[config.mk]
export PLATFORM = sky130hd
export DESIGN_NAME = bram_out_router
export DESIGN_NICKNAME = d
export VERILOG_FILES = /design/src/rtl/bram_router_pkg.sv /design/src/rtl/bram_out_fifo.sv /design/src/rtl/bram_out_router.sv
export SDC_FILE = /design/constraint.sdc
export NUM_CORES = 1
export LEC_CHECK = 0
export CORE_ASPECT_RATIO = 2
export CORE_MARGIN = 8
export CORE_UTILIZATION = 45
export DETAILED_ROUTE_END_ITERATION = 10
export PLACE_DENSITY_LB_ADDON = 0.2
export SLEW_MARGIN = 10
export SYNTH_ARGS = -nofsm -noshare
export SYNTH_HDL_FRONTEND = slang
export SYNTH_SLANG_ARGS = --single-unit
[constraint.sdc]
create_clock -name CLK -period 2.8 [get_ports CLK]
set_clock_uncertainty 0.2 [all_clocks]
set_input_delay 0.56 -clock CLK [delete_from_list [all_inputs] [get_ports CLK]]
set_output_delay 0.56 -clock CLK [all_outputs]
set_load 0.01 [all_outputs]
[src/rtl/bram_router_pkg.sv]
// bram_router_pkg: shared sizes and tag types for the BRAM return-path router
package bram_router_pkg;
  localparam int NUM_DEST = 6;
  localparam int DATA_W = 32;
  localparam int ADDR_W = 10;
  localparam int RD_LAT = 2;
  localparam int DEPTH = 4;
  localparam int DEST_W = 3;
  localparam int CRED_W = $clog2(DEPTH + 1);
  typedef logic [DEST_W-1:0] dest_t;
  typedef struct packed {
    logic  valid;
    dest_t dest;
  } tag_t;
endpackage

[src/rtl/bram_out_fifo.sv]
// bram_out_fifo: circular first-word-fall-through FIFO feeding one consumer
module bram_out_fifo #(
  parameter int W = 32,
  parameter int D = 4
) (
  input  logic                 clk,
  input  logic                 rst,
  input  logic                 push,
  input  logic [W-1:0]         data_in,
  input  logic                 pop,
  output logic [W-1:0]         head,
  output logic                 empty,
  output logic [$clog2(D):0]   count
);
  localparam int PW = $clog2(D);
  logic [W-1:0] mem_q [D];
  logic [W-1:0] mem_d [D];
  logic [PW-1:0] wp_q, wp_d, rp_q, rp_d;
  logic [PW:0] cnt_q, cnt_d;
  logic do_pop;
  always_comb begin
    do_pop = pop & (cnt_q != '0);
    mem_d = mem_q;
    if (push) mem_d[wp_q] = data_in;
    wp_d = push ? wp_q + 1'b1 : wp_q;
    rp_d = do_pop ? rp_q + 1'b1 : rp_q;
    cnt_d = cnt_q + (PW+1)'(push) - (PW+1)'(do_pop);
  end
  always_ff @(posedge clk) begin
    if (rst) begin
      wp_q <= '0;
      rp_q <= '0;
      cnt_q <= '0;
    end else begin
      wp_q <= wp_d;
      rp_q <= rp_d;
      cnt_q <= cnt_d;
    end
    mem_q <= mem_d;
  end
  assign head = mem_q[rp_q];
  assign empty = cnt_q == '0;
  assign count = cnt_q;
endmodule

[src/rtl/bram_out_router.sv]
// bram_out_router: issues BRAM reads for several consumers and routes returning data by tag
module bram_out_router
  import bram_router_pkg::*;
(
  input  logic                       CLK,
  input  logic                       RST,
  input  logic                       RD_EN,
  input  logic [ADDR_W-1:0]          RD_ADDR,
  input  logic [DEST_W-1:0]          RD_DEST,
  output logic                       RD_RDY,
  output logic                       RD_ERR,
  output logic                       BRAM_EN,
  output logic [ADDR_W-1:0]          BRAM_ADDR,
  input  logic [DATA_W-1:0]          BRAM_DOUT,
  output logic [NUM_DEST*DATA_W-1:0] DOUT,
  output logic [NUM_DEST-1:0]        VALID,
  input  logic [NUM_DEST-1:0]        READY
);
  logic [CRED_W-1:0] cred_q [NUM_DEST];
  logic [CRED_W-1:0] cred_d [NUM_DEST];
  tag_t tag_q [RD_LAT];
  tag_t tag_d [RD_LAT];
  logic rd_err_q, rd_err_d;
  logic dest_ok, accept;
  logic [2**DEST_W-1:0] cred_ok;
  logic [NUM_DEST-1:0] push, pop, empty;
  logic [DATA_W-1:0] head [NUM_DEST];
  logic [$clog2(DEPTH):0] cnt [NUM_DEST];
  always_comb begin
    dest_ok = RD_DEST < DEST_W'(NUM_DEST);
    cred_ok = '0;
    for (int k = 0; k < NUM_DEST; k++) cred_ok[k] = cred_q[k] != '0;
    // unused destination codes map to zero padding, so they are never ready
    RD_RDY = cred_ok[RD_DEST];
    accept = RD_EN & RD_RDY & ~RST;
    BRAM_EN = accept;
    BRAM_ADDR = RD_ADDR;
    rd_err_d = RD_EN & ~dest_ok;
    tag_d[0] = '{valid: accept, dest: RD_DEST};
    for (int i = 1; i < RD_LAT; i++) tag_d[i] = tag_q[i-1];
    for (int k = 0; k < NUM_DEST; k++) begin
      pop[k] = VALID[k] & READY[k];
      push[k] = tag_q[RD_LAT-1].valid && tag_q[RD_LAT-1].dest == DEST_W'(k);
      cred_d[k] = cred_q[k] - CRED_W'(accept && RD_DEST == DEST_W'(k)) + CRED_W'(pop[k]);
    end
  end
  always_ff @(posedge CLK) begin
    if (RST) begin
      rd_err_q <= 1'b0;
      for (int i = 0; i < RD_LAT; i++) tag_q[i] <= '0;
      for (int k = 0; k < NUM_DEST; k++) cred_q[k] <= CRED_W'(DEPTH);
    end else begin
      rd_err_q <= rd_err_d;
      tag_q <= tag_d;
      cred_q <= cred_d;
    end
  end
  assign RD_ERR = rd_err_q;
  for (genvar k = 0; k < NUM_DEST; k++) begin : g_fifo
    bram_out_fifo #(.W(DATA_W), .D(DEPTH)) u_fifo (
      .clk(CLK),
      .rst(RST),
      .push(push[k]),
      .data_in(BRAM_DOUT),
      .pop(pop[k]),
      .head(head[k]),
      .empty(empty[k]),
      .count(cnt[k])
    );
    assign VALID[k] = cnt[k] != '0;
    assign DOUT[k*DATA_W +: DATA_W] = empty[k] ? '0 : head[k];
  end
endmodule

==> results.cfg, run 1 <==
[sta]
final.period_utilization_pct = 106
tns_ps = -6530
rsz0062_at_grt = true
finalMaxSlewViolations = 0
finalCriticalPeriod_ps = 2970
layout_setup_ws_ps = -172
finalHoldViolCount = 0
setup_viol = 111
max-slew-margin-rel_pct = 49.1
whs_ps = 158
fmax_mhz = 336
worstMarginPinSlew_ps = 763

[placed_design]
gp_congestion = 0.765
placed_area_um2 = 37100
dpl.hpwl_um = 45000
port_buffers = 244
placed_cells = 2816

[synth]
seq_area_frac_synth_pct = 74.7
synth_top_family_by_area = multiplexers
synth_edf_count = 768
synth-xor-area-share_pct = 1.12
synthSimpleGateAreaFrac_pct = 5.99
synthTopCellsByArea = edfxtp_1 (71%), mux4_2 (13%), dfxtp_1 (4.2%)
async_reset_ff_share_pct = 0
ys_seq_elements = 837
syn-cell-area_um2 = 32700
synth_top_area_share_pct = 70.5
post_synth_num_cell_types = 33
yosys_warnings = 0
avgSynthCellArea_um2 = 20.2
yosys.area.top_type = edfxtp_1
synth_mux_area_share_pct = 13.4
synthFlopType = edfxtp_1
synthCells = 1621
synth_fa_ha_area_share_pct = 2.57
synth_compound_area_share_pct = 0.0842
syn_nets = 1735

[critical_path]
critical-path-top-delay-family = multiplexers
endpoint_kind = output pin
worst-path-buf-inv = 4
worstPathArrival_ps = 2210
timing.critical_path.to = DOUT[75]
rr_endpoint = cred_q[11]
r2r-start = cred_q[6]
cp_max_fo = 7
slowest_stage = mux4_2
critPathLaunchType = flip-flop
regToRegSetupSlack_ps = 100
cpPeakStageDelay_ps = 570
cp_cell_sequence = buf_12 > buf_12 > buf_6 > mux4_2 > and2_4 > buf_6
path_class = reg -> out
cp.depth = 6
startpoint = g_fifo[2].u_fifo.rp_q[0]
critPathRequiredTime_ps = 2040
ff2ff_path_depth = 12

[outcome]
status = finished with violations
violations = setup timing

[global_route]
grt_max_degree = 69
grt_first_pass_wirelength_um = 110000
track_usage_pct = 18.2
grt_pass1_vias = 16785
busiest_layer = met2
met3_usage_pct = 3.14
grt_overflow_total = 0
antenna_found_initial = 0
grt_util_met1_pct = 25.5
grt_use_met2_pct = 29.6

[cts]
clock_sinks = 837
cts-buffers-inserted = 74
cts_root_buf = clkbuf_16
clk_latency_ps = 610
htree_levels = 3
clockBufferDepth = 3
cts_tree = yes
cts.clk_slew.worst_paths_ps = 60

[final_layout]
fin_nets = 2181
drive_above_1_share_pct = 43.8
synthToLayoutAreaGrowth_pct = 27.1
diodes = 0
final_util_pct = 57.5
fin_cells = 3048
fillers = 5434
stdcell_area_um2 = 41600

[run]
cap_violations = 0

[floorplanning]
die_w_um = 207
initial_core_util_pct = 45.2
core_um2 = 72300
die_area_um2 = 82100
die_y_um = 397
rows = 140
ios = 265

[route]
ant_nets = 0
wl_per_cell_um = 24.2
drc = 0
dr.pass1.iters = 5
vias_per_cell = 5.29
routed_wl_um = 73900
drt_iter0_markers = 1074
vias = 16115

[worst_hold_path]
hp-class = in -> reg

[power]
peakVddDrop_v = 0.000899
leakage_nw = 14.4
power.density_nw_per_um2 = 950
routing by layer:
metal | vias to the layer above | share of wire, %
met2 | 510 | 49
met5 | - | 0
li1 | 7143 | -
met4 | 0 | 1.4
met1 | 8385 | 43
met3 | 77 | 6.4
logic make-up (layout without fill, tap and decap cells):
| kind of cell | after synthesis | count (layout) |
|---|---|---|
| compound gates | 4 | 4 |
| flops | 837 | 837 |
| mux | 198 | 198 |
| fa+ha+maj | 60 | 60 |
| buf+inv | 146 | 650 |
| xor+xnor | 42 | 42 |
| simple gates | 334 | 334 |
worst min path at each step:
stage | from | end | slack [ps] | depth (start not counted)
after floorplan | tag_d[0] | tag_q[0] | 210 | 1
after global placement | tag_d[1] | tag_q[1] | 230 | 1
after detailed placement | tag_d[0] | tag_q[0] | 230 | 1
after CTS | RST | RD_ERR | 150 | 3
after global routing | RST | RD_ERR | 160 | 3
final | RST | RD_ERR | 160 | 3
registers in the layout, summed over array words and instances, names as in the netlist:
name                 flops
cred_q                  18
RD_ERR                   1
g_fifo.u_fifo.wp_q      12
tag_q                    4
g_fifo.u_fifo.mem_q    768
g_fifo.u_fifo.rp_q      12
g_fifo.u_fifo.count     18
tag_d                    4
timing repair:
item                        CTS  global route
setup endpoints to repair   205           194
gates resized for setup    1073           209
gates cloned                 15             0
hold buffers                  0             0
pin swaps                    42            21
buffers inserted             73            28
worst reg2reg max path, stage by stage (launching register included):
cell	delay (ps)
dfxtp_2	320
or4_4	560
nand3_4	110
buf_6	130
nor3_4	40
ha_1	260
inv_1	60
ha_2	160
inv_2	40
fa_2	340
xor2_1	170
xnor2_1	140
nand2b_1	70
metrics by stage:
stage	power, mW	setup WS, ps
global route	41.3	-211
global placement	25.9	-717
finish	39.5	-172
floorplan	20.3	-196
CTS	38.8	-197
detailed placement	25.9	-790
synthesized netlist by cell type (all sizes together) (2+ instances only):
| cell type | n |
|---|---|
| edfxtp | 768 |
| and2 | 216 |
| mux4 | 192 |
| dfxtp | 69 |
| inv | 52 |
| buf | 48 |
| ha | 48 |
| clkbuf | 46 |
| nor2 | 43 |
| xnor2 | 27 |
| nor2b | 22 |
| xor2 | 15 |
| fa | 12 |
| nand2 | 11 |
| nand2b | 8 |
| nor3 | 8 |
| nand3 | 7 |
| or3 | 7 |
| mux2i | 6 |
| nor4 | 5 |
| o32ai | 2 |
| or2b | 2 |
power breakdown:
group / switching, mW / internal, mW / leakage [nW]
combinational: 6.04 / 8.54 / 5.68
clock: 4.39 / 6.24 / 1.25
sequential: 0.285 / 14.0 / 7.47
placed cells by master, fill, tap and decap left out, types with 8 or more instances in the layout:
| master | synthesis | final |
|---|---|---|
| nand2_1 | 11 | 11 |
| bufinv_16 | 0 | 12 |
| clkbuf_1 | 46 | 12 |
| clkinv_2 | 0 | 15 |
| clkbuf_16 | 0 | 77 |
| clkdlybuf4s50_1 | 0 | 41 |
| and2_2 | 0 | 12 |
| buf_6 | 0 | 207 |
| and2_1 | 216 | 38 |
| buf_2 | 19 | 41 |
| buf_4 | 29 | 102 |
| nor2_1 | 43 | 42 |
| nand2b_1 | 8 | 8 |
| edfxtp_1 | 768 | 768 |
| nor2b_1 | 22 | 22 |
| fa_1 | 12 | 8 |
| xor2_1 | 15 | 15 |
| buf_12 | 0 | 55 |
| and2_4 | 0 | 166 |
| inv_1 | 52 | 51 |
| xnor2_1 | 27 | 26 |
| dfxtp_1 | 69 | 59 |
| mux4_2 | 192 | 192 |
| ha_1 | 48 | 47 |
final cells by class:
| class | instances | area [µm²] | share of cell area (%) |
|---|---|---|---|
| Timing Repair Buffer | 464 | 5110 | 12.3 |
| Sequential cell | 837 | 24500 | 58.9 |
| Clock inverter | 42 | 532 | 1.28 |
| Tap cell | 923 | 1150 | 2.78 |
| Clock buffer | 92 | 2010 | 4.84 |
| Inverter | 52 | 195 | 0.469 |
| Multi-Input combinational cell | 638 | 8100 | 19.5 |
Note: power is estimated with default switching activity, not from simulation.
==> run 2: changes to the inputs <==
CTS_CLUSTER_SIZE = 30   (was unset)
SLEW_MARGIN = unset   (was 10)
==> results of run 2 <==
The final DEF is identical to that of run 1; final timing and power are the same.
==> run 3: changes to the inputs <==
CORE_MARGIN = unset   (was 8)
==> run 3 against run 2 <==
The flow finishes with violations (DRC, setup timing). Largest cell class unchanged. Die area is 10% lower. Sequential share of layout area is 0.32 points higher. Fmax is 1.5% higher. Via count is 0.48% higher. Highest routed layer unchanged. Clock power is 10% lower.
==> results.cfg, run 3 (synthesis gave the netlist of run 1 again) <==
[sta]
fmax_mhz = 342
finalHoldViolCount = 0
whs_ps = 171
worstMarginPinSlew_ps = 728
max-slew-margin-rel_pct = 51.4
finalMaxSlewViolations = 0
finalCriticalPeriod_ps = 2930
setup_viol = 146
layout_setup_ws_ps = -127
final.period_utilization_pct = 105
rsz0062_at_grt = true
tns_ps = -7110

[cts]
cts-buffers-inserted = 70
htree_levels = 3
cts_tree = yes
cts.clk_slew.worst_paths_ps = 70
cts_root_buf = clkbuf_16
clock_sinks = 837
clockBufferDepth = 3
clk_latency_ps = 620

[floorplanning]
die_w_um = 193
initial_core_util_pct = 45.5
ios = 265
die_y_um = 383
rows = 139
core_um2 = 71800
die_area_um2 = 73800

[route]
drt_iter0_markers = 1409
dr.pass1.iters = 8
ant_nets = 0
vias = 16192
vias_per_cell = 5.35
wl_per_cell_um = 25.1
drc = 57
routed_wl_um = 75800

[final_layout]
drive_above_1_share_pct = 43.7
final_cell_mix = edfxtp_1 (768), buf_6 (230), mux4_2 (192), and2_4 (174), buf_4 (89)
fin_nets = 2171
fin_cells = 3026
fillers = 5419
synthToLayoutAreaGrowth_pct = 26.5
diodes = 0
largest_reg_flops = 768
final_common_cell = edfxtp_1
regMostFlops = g_fifo.u_fifo.mem_q

[placed_design]
pre_cts_ws_ps = -835
gp_congestion = 0.752
dpl.hpwl_um = 45100
port_buffers = 244
placed_cells = 2792

[critical_path]
worstPathArrival_ps = 2170
critPathLaunchType = flip-flop
path_class = reg -> out
critPathRequiredTime_ps = 2040
cp_max_fo = 7
endpoint_kind = output pin

[global_route]
grt_first_pass_wirelength_um = 112000
grt_util_met1_pct = 27.7
grt_pass1_vias = 17283
busiest_layer = met2
met3_usage_pct = 3.09
grt_max_degree = 69
grt_use_met2_pct = 36.6
antenna_found_initial = 1
track_usage_pct = 21.2
grt_overflow_total = 0

[outcome]
violations = DRC, setup timing
status = finished with violations

[power]
peakVddDrop_v = 0.000562
power.density_nw_per_um2 = 942
leakage_nw = 14.2
power_mw = 39.0

[run]
cap_violations = 0

[worst_hold_path]
hp-class = in -> reg
==> run 3: critical path: stages (launching register included) <==
cell,delay [ps]
dfxtp_4,420
buf_12,130
buf_12,120
buf_6,90
mux4_2,490
and2_4,180
buf_6,110
==> run 3: area by class of cell <==
class | instances | area, µm² | area share, %
Clock buffer | 86 | 1870 | 4.53
Clock inverter | 39 | 324 | 0.783
Inverter | 52 | 195 | 0.472
Multi-Input combinational cell | 638 | 8150 | 19.7
Sequential cell | 837 | 24500 | 59.2
Tap cell | 916 | 1150 | 2.77
Timing Repair Buffer | 458 | 5200 | 12.6
==> run 3: through the flow <==
| step | cell area, µm² | utilization, % |
|---|---|---|
| after floorplan | 32800 | - |
| after global placement | 37000 | 51.5 |
| after detailed placement | 37000 | 51.5 |
| after CTS | 41000 | 57.0 |
| after global routing | 41400 | 57.6 |
| final | 41400 | 57.6 |
==> run 3: final timing paths <==
kind | from | to | slack (ps) | depth (start not counted)
worst max-delay path | g_fifo[3].u_fifo.rp_q[0] | DOUT[115] | -130 | 6
worst min-delay path | RST | RD_ERR | 170 | 3
worst max register to register | cred_q[7] | cred_q[11] | 90 | 12
worst min register to register | tag_d[3] | tag_q[3] | 240 | 1
==> run 3: layer usage <==
layer | part of all wire [%] | wire length (µm)
met1 | 40 | 30700
met2 | 53 | 39900
met3 | 4.7 | 3590
met4 | 2.1 | 1630
met5 | 0 | 0
==> run 3: what timing repair did <==
action | 4_1_cts | 5_1_grt
hold buffers | 0 | 0
pin swaps | 55 | 25
setup endpoints to repair | 206 | 197
buffers inserted | 102 | 16
resized for setup | 1107 | 192
gates cloned | 17 | 0
==> run 3: where the power goes <==
| part | total, mW | internal, mW | switching, mW |
|---|---|---|---|
| clock | 9.54 | 5.17 | 4.37 |
| combinational | 15.1 | 8.92 | 6.22 |
| sequential | 14.3 | 14.0 | 0.343 |
